## src/rtl/cmp_pkg.sv

```systemverilog
// Shared definitions for the comparator result tally: FSM states and one-hot flag codes.
package cmp_pkg;

  typedef enum logic {
    ST_ACCUM  = 1'b0,
    ST_REPORT = 1'b1
  } state_t;

  localparam logic [2:0] FLG_GT = 3'b100;
  localparam logic [2:0] FLG_EQ = 3'b010;
  localparam logic [2:0] FLG_LT = 3'b001;

  typedef enum logic [1:0] {
    CLS_GT  = 2'd0,
    CLS_EQ  = 2'd1,
    CLS_LT  = 2'd2,
    CLS_ERR = 2'd3
  } flag_cls_t;

  // Any pattern that is not exactly one of the three legal one-hot codes is an error.
  function automatic flag_cls_t classify(input logic [2:0] flags);
    flag_cls_t cls;
    case (flags)
      FLG_GT:  cls = CLS_GT;
      FLG_EQ:  cls = CLS_EQ;
      FLG_LT:  cls = CLS_LT;
      default: cls = CLS_ERR;
    endcase
    return cls;
  endfunction

endpackage

```

## src/rtl/sat_counter.sv

```systemverilog
// Saturating up-counter with synchronous reset and synchronous clear.
module sat_counter #(
  parameter int W = 8
) (
  input  logic         clk,
  input  logic         rst,
  input  logic         clr,
  input  logic         inc,
  output logic [W-1:0] q
);

  logic [W-1:0] cnt_q;
  logic [W-1:0] cnt_d;

  always_comb begin
    cnt_d = cnt_q;
    if (clr) begin
      cnt_d = '0;
    end else if (inc && (cnt_q != {W{1'b1}})) begin
      cnt_d = cnt_q + W'(1);
    end
  end

  always_ff @(posedge clk) begin
    if (rst) begin
      cnt_q <= '0;
    end else begin
      cnt_q <= cnt_d;
    end
  end

  assign q = cnt_q;

endmodule

```

## src/rtl/cmp_result_tally.sv

```systemverilog
// Tallies comparator gt/eq/lt outcomes (plus illegal flag patterns) over a window of
// WIN_LEN accepted samples and offers the totals on a valid/ready report port.
module cmp_result_tally
  import cmp_pkg::*;
#(
  parameter int CNT_W   = 8,
  parameter int WIN_LEN = 16
) (
  input  logic             clk,
  input  logic             rst,
  input  logic             clear,
  input  logic             in_valid,
  output logic             in_ready,
  input  logic             gt,
  input  logic             eg,
  input  logic             ut,
  output logic             out_valid,
  input  logic             out_ready,
  output logic [CNT_W-1:0] gt_cnt,
  output logic [CNT_W-1:0] eq_cnt,
  output logic [CNT_W-1:0] lt_cnt,
  output logic [CNT_W-1:0] err_cnt
);

  localparam int SMP_W = $clog2(WIN_LEN + 1);

  state_t           state_q;
  state_t           state_d;
  logic [SMP_W-1:0] smp_cnt_q;
  logic [SMP_W-1:0] smp_cnt_d;

  logic      accept;
  logic      report_hs;
  logic      cnt_clr;
  flag_cls_t cls;
  logic      inc_gt;
  logic      inc_eq;
  logic      inc_lt;
  logic      inc_err;

  assign in_ready  = (state_q == ST_ACCUM);
  assign out_valid = (state_q == ST_REPORT);

  // clear wins over a coincident sample, so the sample is never counted.
  assign accept    = in_valid & in_ready & ~clear;
  assign report_hs = out_valid & out_ready;
  assign cnt_clr   = rst | clear | report_hs;

  assign cls     = classify({gt, eg, ut});
  assign inc_gt  = accept & (cls == CLS_GT);
  assign inc_eq  = accept & (cls == CLS_EQ);
  assign inc_lt  = accept & (cls == CLS_LT);
  assign inc_err = accept & (cls == CLS_ERR);

  always_comb begin
    state_d   = state_q;
    smp_cnt_d = smp_cnt_q;
    if (clear) begin
      state_d   = ST_ACCUM;
      smp_cnt_d = '0;
    end else begin
      case (state_q)
        ST_ACCUM: begin
          if (accept) begin
            smp_cnt_d = smp_cnt_q + SMP_W'(1);
            if (smp_cnt_q == SMP_W'(WIN_LEN - 1)) begin
              state_d = ST_REPORT;
            end
          end
        end
        ST_REPORT: begin
          if (out_ready) begin
            state_d   = ST_ACCUM;
            smp_cnt_d = '0;
          end
        end
        default: begin
          state_d   = ST_ACCUM;
          smp_cnt_d = '0;
        end
      endcase
    end
  end

  always_ff @(posedge clk) begin
    if (rst) begin
      state_q   <= ST_ACCUM;
      smp_cnt_q <= '0;
    end else begin
      state_q   <= state_d;
      smp_cnt_q <= smp_cnt_d;
    end
  end

  sat_counter #(.W(CNT_W)) u_gt_cnt (
    .clk (clk),
    .rst (rst),
    .clr (cnt_clr),
    .inc (inc_gt),
    .q   (gt_cnt)
  );

  sat_counter #(.W(CNT_W)) u_eq_cnt (
    .clk (clk),
    .rst (rst),
    .clr (cnt_clr),
    .inc (inc_eq),
    .q   (eq_cnt)
  );

  sat_counter #(.W(CNT_W)) u_lt_cnt (
    .clk (clk),
    .rst (rst),
    .clr (cnt_clr),
    .inc (inc_lt),
    .q   (lt_cnt)
  );

  sat_counter #(.W(CNT_W)) u_err_cnt (
    .clk (clk),
    .rst (rst),
    .clr (cnt_clr),
    .inc (inc_err),
    .q   (err_cnt)
  );

endmodule

```

## config.mk

```make
export PLATFORM = sky130hd
export DESIGN_NAME = cmp_result_tally
export DESIGN_NICKNAME = d
export VERILOG_FILES = /design/src/rtl/cmp_pkg.sv /design/src/rtl/sat_counter.sv /design/src/rtl/cmp_result_tally.sv
export SDC_FILE = /design/constraint.sdc
export NUM_CORES = 1
export LEC_CHECK = 0
export CAP_MARGIN = 30
export CORE_UTILIZATION = 54
export DETAILED_ROUTE_END_ITERATION = 10
export PLACE_DENSITY = 0.84
export SYNTH_ARGS = -nofsm -noshare
export SYNTH_HDL_FRONTEND = slang
export SYNTH_SLANG_ARGS = --single-unit
```

## constraint.sdc

```tcl
create_clock -name clk -period 3.4 [get_ports clk]
set_clock_uncertainty 0.1 [all_clocks]
set_input_delay 0.51 -clock clk [delete_from_list [all_inputs] [get_ports clk]]
set_output_delay 0.51 -clock clk [all_outputs]
set_load 0.005 [all_outputs]
```

==> results of run 1 <==
[worst max-delay path: stages]
cell             delay, ns
clkdlybuf4s50_1       0.59
nor4b_2               0.46
o211ai_1              0.42
or4_1                 0.58
a21oi_1               0.15
[sequential cells by signal, indices dropped and copies added, names as in the netlist]
name and flops:
u_eq_cnt.q 8, u_err_cnt.q 8, u_gt_cnt.q 8, u_lt_cnt.q 8, smp_cnt_q 5, out_valid 1
[report_power, final]
part           internal (uW)  switching (uW)  total, uW
combinational           18.7            24.7       43.4
sequential               446            1.34        447
clock                   74.3             144        218
[kinds of logic (layout without fill, tap and decap cells)]
| family | after synthesis | after routing | share of synthesized area |
|---|---|---|---|
| mux | 4 | 4 | 0.02085 |
| fa+ha+maj | 6 | 6 | 0.03909 |
| simple gates | 90 | 90 | 0.2814 |
| compound gates | 63 | 63 | 0.2098 |
| xor+xnor | 5 | 5 | 0.02281 |
| flops | 38 | 38 | 0.3961 |
| buf+inv | 14 | 57 | 0.02996 |
[layout make-up]
type                       count  area, sq um  share of cell area
clock buffer                   5        37.54             0.01551
sequential                    38        760.7              0.3144
inverter                       7        26.28             0.01086
timing repair buffer          43        425.4              0.1758
tap                           46        57.56             0.02378
clock inverter                 2        10.01            0.004137
multi-input combinational    168         1102              0.4555
[Yosys cell counts, drive strengths merged, types with 2 or more instances]
cell     instances  share of area
o31ai            7          0.027
o21ai            9          0.023
nand2           14          0.027
buf              3         0.0085
a31oi            2         0.0065
dfxtp           38           0.40
nor3             5          0.013
o41ai            4          0.018
nand4            4          0.013
clkbuf           4         0.0078
or4              9          0.035
a21oi           25          0.065
and4             6          0.027
xor2             3          0.014
nand3b           2         0.0078
nor3b            2          0.014
xnor2            2         0.0091
nor4b            2          0.012
and3             4          0.013
or3b             3          0.014
inv              7          0.014
nor2            14          0.027
o211ai           3          0.012
a211oi           3          0.012
o2111ai          2         0.0091
or3              9          0.032
nand3           12          0.031
mux2i            4          0.021
ha               6          0.039
[stage by stage]
| step | util | worst slack (ns) |
|---|---|---|
| floorplan | - | 1.238 |
| global placement | 0.7054 | 0.6052 |
| detailed placement | 0.7054 | 0.5311 |
| CTS | 0.7195 | 0.8887 |
| global route | 0.7195 | 0.7193 |
| finish | 0.7195 | 0.8525 |
[path summary, 6_finish.rpt]
path	from	end	slack (ns)	cells after the start
max	clear	u_eq_cnt.q[5]	0.85	5
min	u_gt_cnt.q[5]	u_gt_cnt.q[5]	0.41	2
max reg2reg	out_valid	u_eq_cnt.q[5]	1.19	4
min reg2reg	u_gt_cnt.q[5]	u_gt_cnt.q[5]	0.41	2
[routing by layer]
| metal | up-vias | global-route usage |
|---|---|---|
| li1 | 933 | - |
| met1 | 859 | 0.2981 |
| met2 | 46 | 0.3687 |
| met3 | 11 | 0.04832 |
| met4 | 0 | 0.1429 |
| met5 | - | 0 |
==> summary by stage, run 1 <==
Setup path
The kind of end point of the critical path is a flip-flop. STA puts the critical path data arrival time at 2.71 ns. The critical path in this run is classified as input pin to flip-flop.

Data on the critical path is required at its endpoint by 3.56 ns. STA classifies the critical path startpoint as an input pin. The critical-path maximum fanout is 12.

Floorplanning
The floorplan has 21 rows. The vertical die dimension is 61.64 um. The region available for standard cell placement spans roughly 3400 sq um. The initial utilization of the core area, before any placement, comes to 0.5711.

The number of ports placed on the die boundary is between 40 and 50. The horizontal die dimension is 61.64 um. The die covers around 3800 sq um.

Detailed routing
In this run, the number of DRC markers left after iteration 0 of detailed routing was 117. The first-pass iteration count of the detailed router is 4. The per-cell via count in the routed design is 5.984. For this block, wires on met1 add up to 1923 um. The post-detailed-route count of antenna-violating nets is 0. The average wire per cell in the routed design is between 10 and 15 um.

The total DRC errors in the routed layout is 0. Across all layers, the routed design uses around 1800 vias. The total wire length after detailed routing is about 4200 um. After detailed routing, the met2 layer carries 2005 um of wire.

The length of routed met3 wiring is roughly 170 um. In this run the top signal layer used is met4.

CTS
The longest clock path from root to sink contains 2 buffers. In this run, CTS created clock tree buffers numbering 5. Post-CTS repair changed the size of 0 cells. After clock tree synthesis, the clock-pin slew on the worst setup and hold paths is 0.11 ns. The number of H-tree levels is 2. Counting every sink on the clock net gives 38. The number of hold buffers added after cts is 0. The setup fix buffers added after clock tree synthesis is 0. The clock reaches the later pin of the worst-skew pair after 0.35 ns. TritonCTS built the clock tree. The clock tree root driver cell is clkbuf_4.

GRT
The via count of the first global-routing pass is between 1000 and 1500. The number of antenna violations at the first check in global routing came to 0. The total global routing overflow is 0. The first global-routing pass estimated between 6000 and 7000 um of wire. For this run, the total global-route usage over all layers was measured as 0.2357.

Entering global routing, the biggest net connects 20 pins.

Placement
The placed wire-length estimate is 3041 um. The post-place instance area is 2372 sq um. After detailed placement, the design holds a cell count of 302. Port buffering added 41 buffers. Routability-driven placement finished with a final weighted congestion of 0.8030.

Flow run
Max-cap violations in this run came to 0.

Final layout
The fraction of final layout cells with drive strength greater than 1 is 0.05703. The repair_antennas step left the layout with diodes totalling 0. The filler-free cell count of the finished design is 309. Fill cells in the final layout number 308. The signed area change from the synthesized netlist to the final layout is 25.99%.

The layout net count is approximately 280. The finished cells cover roughly 2400 sq um. Leaving out fill and tap cells, the most frequent cells in the layout are clkdlybuf4s50_1, dfxtp_1, a21oi_1, nor2_1, nand2_1.

The commonest non-fill, non-tap cell in the layout is clkdlybuf4s50_1.

Timing
The final number of hold-violating endpoints is 0. Setup violations remaining at the end of the flow were counted as 0. Of the available clock period, the critical path in the final layout requires 0.7493. The final count of pins violating max slew is 0. For the pin with the worst max-slew slack, the measured transition is 0.8193 ns. The worst hold margin is slightly above 0.4 ns.

The worst slew margin relative to its limit is 0.4514. In the final timing run, aggregate negative setup slack is 0 ns. Subtracting the final worst setup slack from the clock period gives 2.548 ns.

Static timing analysis puts the maximum clock frequency at ~400 MHz. Setup repair after global routing left no endpoint under its margin.

Logic synthesis
The proportion of synthesized flip-flops having asynchronous set or reset is 0. The total standard cell area after synthesis is 1921 sq um. The Yosys step of the flow raised 0 warnings. The number of different library cells used by synthesis comes to 47. The share of the Yosys chip area taken by registers is 0.3961. In this run the mean area of a mapped cell was about 8.7 sq um. The number of nets in the synthesized netlist is 234. The synthesized flop and latch total is 38. Yosys mapped a number of flops with a built-in enable equal to 0.

The cell count after synthesis came out at 220. The main flop type after synthesis is dfxtp_1.

Pwr
The worst-case IR drop observed on VDD is roughly 0.26 mV. For this design the ratio of total power to cell area is 293.0 nW/um^2. Total power for the finished layout comes to 709.0 uW. For this design the static power due to leakage is 0.0007691 uW.

Worst hold path
The worst min-delay path class is flip-flop to flip-flop.

Run status
The run finished with clean final reports.
(Power assumes the default switching activity.)
==> inputs of run 2 (changes only) <==
Settings changed: CORE_UTILIZATION 54 to 45, PLACE_DENSITY 0.84 to 0.75.
Clock period 3.4 ns to 2.2 ns, I/O delays scaled along.
==> run 2 against run 1 <==
Net effect: register-to-register slack lost 0.82 ns; largest power group unchanged; critical path type unchanged; non-clock buffer count grew 23; utilization shrank 6.4 points; count of clock-buffer cells in the layout is the same.
==> summary by stage, run 2 (synthesis gave the netlist of run 1 again) <==
Worst hold path
The worst min-delay path class is flip-flop to flip-flop. In this run the most critical hold path is launched from u_gt_cnt.q[5].

Timing
The worst slew margin relative to its limit was 0.7136 (+0.2622). Setup repair after global routing left no endpoint under its margin. The worst hold margin is 0.3985 ns (-0.01487 ns).

The final clock period utilization by the worst path is 0.9536. The worst path needs 2.098 ns of the cycle, external delays included. The transition time at the pin with the least slew margin is 0.4277 ns (-0.3916 ns). The final number of hold-violating endpoints is 0 (unchanged).

The slack of the critical path is 0.1022 ns (-0.7503 ns). The final count of pins violating max slew is 0 (unchanged). The fmax is ~480 MHz. The total of endpoints with negative setup slack in the final report is 0 (unchanged).

Placement
The weighted congestion at the end of routability-driven global placement is 0.8143 (+1.4%). The placed wire-length estimate was 3244 um (+6.7%). The post-place instance area came to 2550 sq um (+7.5%).

The placement-stage worst setup slack is -0.2138 ns (-0.7450 ns). The count of port buffers added during placement came to 41 (unchanged).

Final layout
The post-layout utilization of the core was 0.6553 (-0.06424). The fraction of final layout cells with drive strength greater than 1 came to 0.1359 (+0.07885). The final instance area was 2659 sq um (+9.9%). The commonest non-fill, non-tap cell in the layout is clkdlybuf4s50_1. Compared with the post-synthesis result, the final layout area differs by 38.44%.

The number of antenna diodes is 0 (unchanged). In the layout the commonest cells are clkdlybuf4s50_1, dfxtp_1, a21oi_1, buf_4. The layout net count is 300 (+8.3%).

GRT
The via count of the first global-routing pass is 1665 (+11%). met2 is the most crowded layer. The total global routing overflow is 0 (unchanged). The largest net degree at the start of global routing is 13 (-35%). The global routing usage on met3 was 0.05743 (+0.009113). The met1 routing resource usage after global routing is 0.2619 (-0.03621). The number of antenna violations at the first check in global routing is 0 (unchanged). The total track usage is 0.2143 (-0.02134).

The global-route wire length before repair came to 7210 um (+10%). The met2 global-route usage came to 0.3500 (-0.01866).

Setup path
The critical path launch point is ut. The required time at the endpoint of the critical path is 2.33 ns (-1.23 ns). The kind of launch point of the worst setup path is an input pin. The path type of the worst setup path is input pin to flip-flop. In this run the critical register-to-register path is launched from out_valid. Traced cell by cell, the critical path runs through clkdlybuf4s50_1, or3b_2, or3_4, or3_1, a21oi_1. The combined buffer and inverter count along the critical path is 1 (unchanged). The data arrival time of the worst path is 2.22 ns (-0.49 ns). The largest individual stage delay along the critical path comes from the cell clkdlybuf4s50_1. Broken down by cell family, the worst path's largest delay share belongs to simple AND/OR/NAND/NOR gates. The kind of end point of the critical path is a flip-flop. The critical-path maximum fanout is 3 (-9). The critical path's largest stage delay came to 0.52 ns (-0.07 ns).

CTS
The register clock-pin slew on the reported worst setup and hold paths was 0.08 ns (-0.03 ns). The number of buffers inserted during clock tree synthesis is 5 (unchanged). The number of clock sinks is 38 (unchanged). The clock network latency to the later pin of the worst-skew pair is 0.29 ns (-0.06 ns).

The post-cts resize count was 0 (unchanged). The number of hold buffers added after cts is 0 (unchanged). The deepest clock path buffer count was 2 (unchanged). The number of H-tree levels is 2 (unchanged).

The clock tree root driver cell is clkbuf_8. The TritonCTS clock tree is built. The setup fix buffers added after clock tree synthesis is 0 (unchanged).

Floorplanning
The horizontal die dimension is 67.33 um (+9.2%). The standard cell core area is 4058 sq um (+21%). The full die area is 4533 sq um (+19%). The number of ports placed on the die boundary is 42 (unchanged). The number of core rows is 23 (+9.5%). The vertical die dimension is 67.33 um (+9.2%). The initial core utilization is 0.4733 (-0.09773).

Pwr
The relative contribution of combinational cells to total power is 0.064 (+0.003). The part of the power in the clock network came to 0.427 (+0.119). The fraction of power consumed by sequential logic was 0.509 (-0.122).

The reported net switching power came to 289.7 uW (+71%). The leakage power figure is 0.0009004 uW (+17%). The power per cell area was 510.5 nW/um^2 (+74%). The cell-internal power is 1068 uW (+98%). The largest vdd supply drop is 0.4302 mV (+65%). The total power was 1357 uW (+91%).

The switching fraction of total power is 0.2135 (-0.02619).

Detailed routing
The per-cell via count in the routed design is 5.688 (-4.9%). The post-detailed-route count of antenna-violating nets is 0 (unchanged). The violation count after the first detailed-route iteration is 71 (-39%). The via count is 1917 (+3.7%). The total DRC errors in the routed layout is 0 (unchanged).

The total wire length after detailed routing is 4440 um (+5.8%). The first-pass iteration count of the detailed router is 4 (unchanged). The average wire per cell in the routed design is 13.18 um (-3.0%).

Run status
The run finished with clean final reports.

Flow run
The total of max-cap violations is 0 (unchanged).
run 2: cell types whose count changed in the layout (fill, tap and decap cells not counted), sizes merged:
cell    before  now
buf          2   25
bufinv       0    1
run 2: final timing paths:
path | cells past startpoint | slack (ns) | to
worst max-delay path | 5 | 0.10 | u_lt_cnt.q[3]
worst min-delay path | 2 | 0.40 | u_gt_cnt.q[5]
worst max register to register | 6 | 0.37 | u_eq_cnt.q[4]
worst min register to register | 2 | 0.40 | u_gt_cnt.q[5]
run 2: worst register-to-register path: stages, from the launching register on:
cell and delay [ns]:
dfxtp_1 0.33, nor4b_2 0.36, buf_4 0.17, o211ai_1 0.13, buf_4 0.19, or3_1 0.34
a21oi_1 0.14
run 2: layer usage:
metal / share of wire / wire length [um] / vias up
met5: 0 / 0 / -
met4: 0.015 / 68 / 0
met3: 0.036 / 159 / 6
met2: 0.47 / 2100 / 37
met1: 0.48 / 2112 / 892
li1: - / - / 982
run 2: final cells by class:
cell class	instances	area (sq um)
Timing Repair Buffer	66	598.1
Clock inverter	3	40.04
Inverter	7	26.28
Tap cell	50	62.56
Clock buffer	5	68.82
Fill cell	358	1399
Multi-Input combinational cell	168	1102
Sequential cell	38	760.7
run 2: through the flow:
| step | instances | setup TNS (ns) |
|---|---|---|
| global route | 337 | 0 |
| CTS | 337 | 0 |
| finish | 337 | 0 |
| detailed placement | 329 | -1.719 |
| floorplan | 220 | 0 |
| global placement | 329 | -1.114 |
run 2: power by group through the flow:
| stage | combinational [uW] | clock, uW | sequential, uW |
|---|---|---|---|
| global placement | 85.8 | 0 | 707 |
| detailed placement | 87.2 | 0 | 707 |
| CTS | 87.6 | 591 | 691 |
| floorplan | 38.0 | 0 | 707 |
| finish | 87.4 | 579 | 691 |
| global route | 95.1 | 627 | 691 |
